`src/rtl/dram_arb_pkg.sv`:
```
`default_nettype none
// ============================================================================
// Module   : dram_arb_pkg
// Purpose  : Shared types for the two-master data-RAM arbiter: FSM states,
//            master identifiers, the latched request record and the
//            address range check.
// Revision : 1.0 - initial release
// ============================================================================
package dram_arb_pkg;

  // Bus width of the request record; the arbiter is built for this width.
  localparam int BUS_XLEN = 32;

  typedef enum logic [1:0] {
    IDLE  = 2'd0,
    ISSUE = 2'd1,
    RESP  = 2'd2
  } arb_state_t;

  typedef enum logic {
    M0 = 1'b0,
    M1 = 1'b1
  } arb_mst_t;

  typedef struct packed {
    logic                we;
    logic [BUS_XLEN-1:0] addr;
    logic [BUS_XLEN-1:0] wdata;
    logic [3:0]          be;
  } bus_req_t;

  // A word access is out of range when its last byte lies at or beyond the
  // mapped size. One extra bit keeps addresses near the top from wrapping.
  function automatic logic addr_out_of_range(input logic [BUS_XLEN-1:0] addr,
                                             input logic [BUS_XLEN-1:0] depth);
    logic [BUS_XLEN:0] end_addr;
    end_addr = {1'b0, addr} + (BUS_XLEN+1)'(4);
    return end_addr > {1'b0, depth};
  endfunction

endpackage
`default_nettype wire

```
`src/rtl/dram_arb_if.sv`:
```
`default_nettype none
// ============================================================================
// Module   : dram_arb_if
// Purpose  : Request/response bus between one master and the data-RAM
//            arbiter. The master drives the request, the arbiter answers
//            with rdy and a one-cycle response pulse.
// Revision : 1.0 - initial release
// ============================================================================
interface dram_arb_if #(
  parameter int XLEN = 32
) ();

  logic            req_vld;
  logic            req_rdy;
  logic            req_we;
  logic [XLEN-1:0] req_addr;
  logic [XLEN-1:0] req_wdata;
  logic [3:0]      req_be;
  logic            rsp_vld;
  logic [XLEN-1:0] rsp_data;
  logic            rsp_err;

  modport master (
    output req_vld, req_we, req_addr, req_wdata, req_be,
    input  req_rdy, rsp_vld, rsp_data, rsp_err
  );

  modport slave (
    input  req_vld, req_we, req_addr, req_wdata, req_be,
    output req_rdy, rsp_vld, rsp_data, rsp_err
  );

endinterface
`default_nettype wire

```
`src/rtl/dram_arb_rr_arb2.sv`:
```
`default_nettype none
// ============================================================================
// Module   : dram_arb_rr_arb2
// Purpose  : Combinational two-way pick. Fixed priority (M0 first) when
//            PRIO_MODE is nonzero, otherwise the master named by rr_ptr is
//            preferred and the other one is taken only when it is alone.
// Revision : 1.0 - initial release
// ============================================================================
module dram_arb_rr_arb2
  import dram_arb_pkg::*;
#(
  parameter int PRIO_MODE = 0
) (
  input  logic [1:0] vld,
  input  arb_mst_t   rr_ptr,
  output logic [1:0] gnt,
  output arb_mst_t   winner
);

  // Pick at most one requester; gnt is one-hot or zero.
  always_comb begin
    gnt    = 2'b00;
    winner = M0;
    if ((PRIO_MODE != 0) || (rr_ptr == M0)) begin
      if (vld[0]) begin
        gnt    = 2'b01;
        winner = M0;
      end else if (vld[1]) begin
        gnt    = 2'b10;
        winner = M1;
      end
    end else begin
      if (vld[1]) begin
        gnt    = 2'b10;
        winner = M1;
      end else if (vld[0]) begin
        gnt    = 2'b01;
        winner = M0;
      end
    end
  end

endmodule
`default_nettype wire

```
`src/rtl/dram_arb.sv`:
```
`default_nettype none
// ============================================================================
// Module   : dram_arb
// Purpose  : Two-master arbiter for the single data-RAM port. Accepts one
//            request at a time in IDLE, issues it to the RAM from a latched
//            copy in ISSUE and returns the response to the owner in RESP.
// Revision : 1.0 - initial release
// ============================================================================
module dram_arb
  import dram_arb_pkg::*;
#(
  parameter int              XLEN        = 32,
  parameter logic [XLEN-1:0] DEPTH_BYTES = 32'h8000,
  parameter int              PRIO_MODE   = 0
) (
  input  logic            clk_i,
  input  logic            rst_i,
  dram_arb_if.slave       m0,
  dram_arb_if.slave       m1,
  output logic [XLEN-1:0] mem_rd_addr_o,
  output logic [XLEN-1:0] mem_wr_addr_o,
  output logic [XLEN-1:0] mem_wr_data_o,
  output logic [3:0]      mem_wr_byte_en_o,
  input  logic [XLEN-1:0] mem_rd_data_i
);

  arb_state_t      r_state;
  arb_state_t      w_state_nxt;
  arb_mst_t        r_owner;
  arb_mst_t        r_rr_ptr;
  arb_mst_t        w_winner;
  bus_req_t        r_req;
  bus_req_t        w_req_sel;
  logic [1:0]      w_gnt;
  logic [1:0]      w_rdy;
  logic [1:0]      w_rsp_vld;
  logic            w_rsp_err;
  logic [XLEN-1:0] w_rsp_data;
  logic [3:0]      w_byte_en;
  logic            w_oor;

  dram_arb_rr_arb2 #(
    .PRIO_MODE (PRIO_MODE)
  ) u_pick (
    .vld    ({m1.req_vld, m0.req_vld}),
    .rr_ptr (r_rr_ptr),
    .gnt    (w_gnt),
    .winner (w_winner)
  );

  // Route the winning master's payload toward the request latch.
  always_comb begin
    if (w_winner == M1) begin
      w_req_sel = '{we: m1.req_we, addr: m1.req_addr, wdata: m1.req_wdata, be: m1.req_be};
    end else begin
      w_req_sel = '{we: m0.req_we, addr: m0.req_addr, wdata: m0.req_wdata, be: m0.req_be};
    end
  end

  // The range check works on the latched address, so it is stable for ISSUE and RESP.
  assign w_oor = addr_out_of_range(r_req.addr, DEPTH_BYTES);

  // State register, request latch and round-robin pointer.
  always_ff @(posedge clk_i) begin
    if (rst_i) begin
      r_state  <= IDLE;
      r_owner  <= M0;
      r_rr_ptr <= M0;
      r_req    <= '0;
    end else begin
      r_state <= w_state_nxt;
      if ((r_state == IDLE) && (|w_gnt)) begin
        r_owner <= w_winner;
        r_req   <= w_req_sel;
      end
      if ((r_state == RESP) && (PRIO_MODE == 0)) begin
        r_rr_ptr <= (r_owner == M0) ? M1 : M0;
      end
    end
  end

  // Next state plus the per-state handshake, strobe and response values.
  always_comb begin
    w_state_nxt = r_state;
    w_rdy       = 2'b00;
    w_byte_en   = 4'b0000;
    w_rsp_vld   = 2'b00;
    w_rsp_err   = 1'b0;
    w_rsp_data  = '0;
    case (r_state)
      IDLE: begin
        if (|w_gnt) begin
          w_rdy       = w_gnt;
          w_state_nxt = ISSUE;
        end
      end
      ISSUE: begin
        // Out-of-range writes never reach the RAM.
        if (r_req.we && !w_oor) begin
          w_byte_en = r_req.be;
        end
        w_state_nxt = RESP;
      end
      RESP: begin
        w_rsp_vld = (r_owner == M1) ? 2'b10 : 2'b01;
        w_rsp_err = w_oor;
        if (!r_req.we && !w_oor) begin
          w_rsp_data = mem_rd_data_i;
        end
        w_state_nxt = IDLE;
      end
      default: begin
        w_state_nxt = IDLE;
      end
    endcase
  end

  assign m0.req_rdy  = w_rdy[0];
  assign m1.req_rdy  = w_rdy[1];
  assign m0.rsp_vld  = w_rsp_vld[0];
  assign m1.rsp_vld  = w_rsp_vld[1];
  assign m0.rsp_err  = w_rsp_vld[0] & w_rsp_err;
  assign m1.rsp_err  = w_rsp_vld[1] & w_rsp_err;
  assign m0.rsp_data = w_rsp_vld[0] ? w_rsp_data : '0;
  assign m1.rsp_data = w_rsp_vld[1] ? w_rsp_data : '0;

  assign mem_rd_addr_o    = r_req.addr;
  assign mem_wr_addr_o    = r_req.addr;
  assign mem_wr_data_o    = r_req.wdata;
  assign mem_wr_byte_en_o = w_byte_en;

endmodule
`default_nettype wire

```
`src/flat_wrapper.sv`:
```
// flat-port wrapper written by rule: the top's interface ports become plain ports
module dram_arb_flat import dram_arb_pkg::*;
#(
  parameter int              XLEN        = 32,
  parameter logic [XLEN-1:0] DEPTH_BYTES = 32'h8000,
  parameter int              PRIO_MODE   = 0
)
  (clk_i, rst_i, mem_rd_addr_o, mem_wr_addr_o, mem_wr_data_o, mem_wr_byte_en_o, mem_rd_data_i, m0_req_vld, m0_req_we, m0_req_addr, m0_req_wdata, m0_req_be, m0_req_rdy, m0_rsp_vld, m0_rsp_data, m0_rsp_err, m1_req_vld, m1_req_we, m1_req_addr, m1_req_wdata, m1_req_be, m1_req_rdy, m1_rsp_vld, m1_rsp_data, m1_rsp_err);
  dram_arb_if #(.XLEN(XLEN)) m0_i ();
  dram_arb_if #(.XLEN(XLEN)) m1_i ();
  input  logic clk_i;
  input  logic rst_i;
  output logic [XLEN-1:0] mem_rd_addr_o;
  output logic [XLEN-1:0] mem_wr_addr_o;
  output logic [XLEN-1:0] mem_wr_data_o;
  output logic [3:0] mem_wr_byte_en_o;
  input  logic [XLEN-1:0] mem_rd_data_i;
  input wire logic [$bits(m0_i.req_vld)-1:0] m0_req_vld;
  input wire logic [$bits(m0_i.req_we)-1:0] m0_req_we;
  input wire logic [$bits(m0_i.req_addr)-1:0] m0_req_addr;
  input wire logic [$bits(m0_i.req_wdata)-1:0] m0_req_wdata;
  input wire logic [$bits(m0_i.req_be)-1:0] m0_req_be;
  output wire logic [$bits(m0_i.req_rdy)-1:0] m0_req_rdy;
  output wire logic [$bits(m0_i.rsp_vld)-1:0] m0_rsp_vld;
  output wire logic [$bits(m0_i.rsp_data)-1:0] m0_rsp_data;
  output wire logic [$bits(m0_i.rsp_err)-1:0] m0_rsp_err;
  input wire logic [$bits(m1_i.req_vld)-1:0] m1_req_vld;
  input wire logic [$bits(m1_i.req_we)-1:0] m1_req_we;
  input wire logic [$bits(m1_i.req_addr)-1:0] m1_req_addr;
  input wire logic [$bits(m1_i.req_wdata)-1:0] m1_req_wdata;
  input wire logic [$bits(m1_i.req_be)-1:0] m1_req_be;
  output wire logic [$bits(m1_i.req_rdy)-1:0] m1_req_rdy;
  output wire logic [$bits(m1_i.rsp_vld)-1:0] m1_rsp_vld;
  output wire logic [$bits(m1_i.rsp_data)-1:0] m1_rsp_data;
  output wire logic [$bits(m1_i.rsp_err)-1:0] m1_rsp_err;
  assign m0_i.req_vld = m0_req_vld;
  assign m0_i.req_we = m0_req_we;
  assign m0_i.req_addr = m0_req_addr;
  assign m0_i.req_wdata = m0_req_wdata;
  assign m0_i.req_be = m0_req_be;
  assign m0_req_rdy = m0_i.req_rdy;
  assign m0_rsp_vld = m0_i.rsp_vld;
  assign m0_rsp_data = m0_i.rsp_data;
  assign m0_rsp_err = m0_i.rsp_err;
  assign m1_i.req_vld = m1_req_vld;
  assign m1_i.req_we = m1_req_we;
  assign m1_i.req_addr = m1_req_addr;
  assign m1_i.req_wdata = m1_req_wdata;
  assign m1_i.req_be = m1_req_be;
  assign m1_req_rdy = m1_i.req_rdy;
  assign m1_rsp_vld = m1_i.rsp_vld;
  assign m1_rsp_data = m1_i.rsp_data;
  assign m1_rsp_err = m1_i.rsp_err;
  dram_arb #(.XLEN(XLEN), .DEPTH_BYTES(DEPTH_BYTES), .PRIO_MODE(PRIO_MODE)) u_core (.clk_i(clk_i), .rst_i(rst_i), .m0(m0_i), .m1(m1_i), .mem_rd_addr_o(mem_rd_addr_o), .mem_wr_addr_o(mem_wr_addr_o), .mem_wr_data_o(mem_wr_data_o), .mem_wr_byte_en_o(mem_wr_byte_en_o), .mem_rd_data_i(mem_rd_data_i));
endmodule
```
`config.mk`:
```
export PLATFORM = sky130hd
export DESIGN_NAME = dram_arb_flat
export DESIGN_NICKNAME = d
export VERILOG_FILES = /design/src/rtl/dram_arb_pkg.sv /design/src/rtl/dram_arb_if.sv /design/src/rtl/dram_arb_rr_arb2.sv /design/src/rtl/dram_arb.sv /design/src/flat_wrapper.sv
export SDC_FILE = /design/constraint.sdc
export NUM_CORES = 1
export LEC_CHECK = 0
export ABC_AREA = 1
export BUFFER_PORTS_ARGS = -buffer_cell sky130_fd_sc_hd__buf_4
export CAP_MARGIN = 20
export CORE_AREA = 2 2 133 135
export CTS_CLUSTER_DIAMETER = 40
export DETAILED_ROUTE_END_ITERATION = 8
export DIE_AREA = 0 0 135 137
export GPL_ROUTABILITY_DRIVEN = 0
export GPL_TIMING_DRIVEN = 0
export PLACE_DENSITY = 0.66
export REMOVE_ABC_BUFFERS = 1
export SYNTH_ARGS = -nofsm -noshare
export SYNTH_HDL_FRONTEND = slang
export SYNTH_SLANG_ARGS = --single-unit
```
`constraint.sdc`:
```
create_clock -name clk_i -period 2.07 [get_ports clk_i]
set_input_delay 0 -clock clk_i [delete_from_list [all_inputs] [get_ports clk_i]]
set_output_delay 0 -clock clk_i [all_outputs]
set_load 0.02 [all_outputs]
```
==> implementation parameters <==
Parameter                              Value

Run status
  Status    finished with violations
  Violations in the final reports    negative setup slack

Finish
  Top library cells by usage in the layout, fill and taps aside    sky130_fd_sc_hd__buf_4 (387), sky130_fd_sc_hd__nor2_1 (195), sky130_fd_sc_hd__nand2_1 (148), sky130_fd_sc_hd__dlygate4sd3_1 (138), sky130_fd_sc_hd__nand3_1 (77)
  Most common cell after layout, fill and taps aside    sky130_fd_sc_hd__buf_4
  Final std cells w/o fill    1577
  Fillcell total    1346
  Synthesis-to-layout area growth    86.3%
  Final design utilization    65.2%
  Proportion of layout cells with a drive suffix above 1    43.4%
  Multi-input gate area in the final layout    0.00374 mm^2
  Final net count    1520
  Sequential cell area    0.00157 mm^2

Critical path
  Maximum net fanout on the critical path    6
  Critical path's largest stage delay    0.38 ns
  Slowest cell on the critical path    sky130_fd_sc_hd__dfxtp_4
  Count of buffering cells on the critical path with inverters included    5
  Critical Path RT    2.07 ns
  Worst setup slack for register-to-register paths    0.04 ns
  Endpoint arrival time on the critical path    2.62 ns
  Crit-path leading delay family    simple AND/OR/NAND/NOR gates
  Endpoint of the worst register-to-register path    u_core.r_rr_ptr$_SDFFE_PP0N_
  Kind of launch point of the worst setup path    flop
  Crit path top cell by count    sky130_fd_sc_hd__nand2_1
  Crit Path Category    reg2out
  Depth of the most critical reg-to-reg path    4
  Cells along the critical path    nand2_4 > nor2_4 > buf_6 > nand3_2 > nand2_1 > nand2_1 > inv_1 > nand2_1 > nor2_1 > nand2_1 > nand2_2 > nand2_4 > buf_12 > nor2_4 > buf_8 > nand4_4 > nor2_1 > buf_4
  Critical Path Sink Type    output pin
  Startpoint of the lowest-slack register-to-register path    u_core.r_owner$_SDFFE_PP0P_

Clock tree
  Number of buffers between clock root and the deepest sink    2
  Number of clock sinks    73
  Inserted Clock Buffers    9
  CTS tree    built
  CTS root buffer    sky130_fd_sc_hd__clkbuf_16
  Clock-pin transition on the worst setup and hold timing paths    0.07 ns
  Clock Latency Late Sink    0.35 ns
  Number of H-tree branching levels    3

Floorplan
  Die boundary height    137 um
  Area enclosed by the die boundary    0.0185 mm^2
  Starting Density    35.0%
  Top-level port count    344
  Std cell rows    48
  Area of the core    0.0171 mm^2
  Floorplan die width    135 um

Global route
  First-pass GRT wire length    41100 um
  Number of antenna violations at the first check in global routing    1
  Total GRT Usage    28.3%
  Number of global-route vias before repair    7778
  Total gr overflow    0
  Largest net degree at the start of global routing    74

STA
  Skew final    0.0161 ns
  Crit path setup slack, layout    -0.554 ns
  Final slew viol count    0
  Post-route clock period utilization    127%
  Final setup violation count    71
  Normalized max-slew margin    30.9%
  Final period demand of the worst path    2.62 ns
  Tightest Pin Transition    1.04 ns
  Top achievable clock speed    0.381 GHz
  RSZ-0062 raised after global routing    yes
  Final hold violations    0
  Setup TNS Final    -35.19 ns

Power
  Sequential power share    28.0%
  Switching Fraction    38.1%
  Leakage power    5.25 nW
  Worst IR drop on VDD    364 uV
  Power density relative to cell area    581 mW/mm^2
  Int Power    4.00 mW
  Relative contribution of combinational cells to total power    44.0%
  NetSw    2.46 mW
  Clk network pwr share    27.9%

Yosys
  Total of flip-flops plus latches after synthesis    73
  Largest cells by area after synthesis    sky130_fd_sc_hd__dfxtp_1 (24%), sky130_fd_sc_hd__nor2_1 (14%), sky130_fd_sc_hd__buf_4 (12%), sky130_fd_sc_hd__nand2_1 (10%), sky130_fd_sc_hd__a311oi_1 (10%)
  Average size of a mapped cell    6.43 um^2
  Synth Instances    929
  Part of the Yosys area used for sequential elements    24.5%
  Warnings from Yosys    0
  Unique masters post-synth    29
  Number of enable-type register cells in the synthesized netlist    0
  Post-Syn Area    0.00597 mm^2
  Synth top area share    24.5%
  Library cell with the largest summed area after synthesis    sky130_fd_sc_hd__dfxtp_1
  Post-synth ARST share    0%
  Most used flip-flop cell after synthesis    sky130_fd_sc_hd__dfxtp_1

Placed design
  Port bufs    343
  Cell count after placement    1340
  Placed wire-length estimate    14700 um

Worst hold path
  Path category of the worst min-delay check    in2reg
  Worst min-delay path startpoint    m0_req_vld
  End point of the worst hold path    u_core.r_state[0]$_SDFFE_PP0P_
  Depth of the worst hold-timing path    5

Flow run
  Maximum Capacitance Violations    0

Detailed routing
  Total DRC errors in the routed layout    0
  Pre-Repair DR Iteration Count    5
  Total Wirelength    28200 um
  Number of routed nets with antenna violations    0
  Vias/cell    5.16
  Number of vias in the routed layout    8140
  Number of DRC markers after the initial detailed-route iteration    482
  Wire length per cell after detailed routing    17.9 um
-- worst min-delay path, delay by kind of cell --
| kind | cells | cell delay, ns |
|---|---|---|
| buf+inv | 2 | 0.26 |
| simple gates | 2 | 0.20 |
| compound gates | 1 | 0.07 |
-- how the worst max path moves through the flow --
stage                                          startpoint                              endpoint  slack [ns]  cells past startpoint
finish              u_core.mem_rd_addr_o[10]$_SDFFE_PP0P_                       m1_rsp_data[30]       -0.55                     18
global route        u_core.mem_rd_addr_o[18]$_SDFFE_PP0P_                       m1_rsp_data[15]       -0.72                     17
CTS                 u_core.mem_rd_addr_o[12]$_SDFFE_PP0P_                       m1_rsp_data[22]       -0.47                     17
detailed placement           u_core.r_rr_ptr$_SDFFE_PP0N_  u_core.mem_rd_addr_o[6]$_SDFFE_PP0P_       -1.40                      9
global placement             u_core.r_rr_ptr$_SDFFE_PP0N_  u_core.mem_rd_addr_o[6]$_SDFFE_PP0P_       -7.20                      7
floorplan                    u_core.r_rr_ptr$_SDFFE_PP0N_  u_core.mem_rd_addr_o[0]$_SDFFE_PP0P_       -4.02                      7
-- cell type report --
type | count | share of cell area [%]
repair buffers | 558 | 43.7
flip-flops and latches | 73 | 14.1
clock inverters | 7 | 0.967
inverters | 76 | 2.85
repair inverters | 2 | 0.157
multi-input cells | 626 | 33.6
well taps | 225 | 2.53
diodes | 1 | 0.0225
clock buffers | 9 | 2.02
-- what timing repair did --
action                     CTS  global route
gates resized for setup    138            49
cloned                      12             2
hold buffers               138             0
pin swaps                   40            34
hold endpoints to repair    69             0
setup buffers               57            13
setup endpoints to repair  144           130
-- power by group through the flow --
stage / sequential [mW] / combinational, mW / clock (mW)
floorplan: 2.07 / 0.717 / 0
global placement: 1.85 / 1.86 / 0
detailed placement: 1.84 / 1.87 / 0
CTS: 1.80 / 2.68 / 1.81
global route: 1.83 / 3.00 / 1.88
finish: 1.81 / 2.85 / 1.80
-- registers in the layout (all words and copies together), names as in the netlist --
name                  flops
u_core.mem_rd_addr_o     32
u_core.mem_wr_data_o     32
u_core.r_req              5
u_core.r_state            2
u_core.r_owner            1
u_core.r_rr_ptr           1
-- per-stage QoR --
| stage | setup slack [ns] | hold WS, ns | area, um^2 | total power, mW |
|---|---|---|---|---|
| floorplan | -4.02 | 0.0724 | 4940 | 2.79 |
| global placement | -7.20 | 0.284 | 7800 | 3.71 |
| detailed placement | -1.40 | 0.289 | 7900 | 3.72 |
| CTS | -0.467 | 0.243 | 10800 | 6.29 |
| global route | -0.724 | 0.237 | 11100 | 6.71 |
| finish | -0.554 | 0.229 | 11100 | 6.46 |
-- logic make-up (layout without fill, tap and decap cells) --
group	Yosys count	after routing	synth area share, %
simple gates	539	545	42.0
buf+inv	236	652	22.0
compound gates	78	78	11.1
flops	73	73	24.5
xor+xnor	3	3	0.440
other cells	0	1	0
-- synth_stat cells (2+ instances only) --
cell / instances
sky130_fd_sc_hd__xnor2_1: 2
sky130_fd_sc_hd__clkbuf_1: 45
sky130_fd_sc_hd__buf_2: 8
sky130_fd_sc_hd__nand3b_1: 5
sky130_fd_sc_hd__nand2_1: 165
sky130_fd_sc_hd__nand3_2: 2
sky130_fd_sc_hd__inv_1: 75
sky130_fd_sc_hd__a311oi_1: 69
sky130_fd_sc_hd__nor2_4: 4
sky130_fd_sc_hd__nand4_1: 7
sky130_fd_sc_hd__o21ai_0: 2
sky130_fd_sc_hd__a21oi_1: 2
sky130_fd_sc_hd__nor2_1: 225
sky130_fd_sc_hd__buf_6: 6
sky130_fd_sc_hd__buf_1: 2
sky130_fd_sc_hd__nor2_2: 8
sky130_fd_sc_hd__nand4_2: 30
sky130_fd_sc_hd__a211oi_1: 2
sky130_fd_sc_hd__dfxtp_1: 73
sky130_fd_sc_hd__nand3_1: 84
sky130_fd_sc_hd__nand2_2: 6
sky130_fd_sc_hd__nor3_1: 2
sky130_fd_sc_hd__buf_4: 99
-- per-layer routing --
layer  wire (um)  up-vias  track usage (%)
li1            -     3807                -
met1       10600     3830             32.1
met2       14500      434             51.2
met3        2200       69             5.33
met4         835        0             13.3
met5           0        -                0
Power figures use the tool's default switching activity.
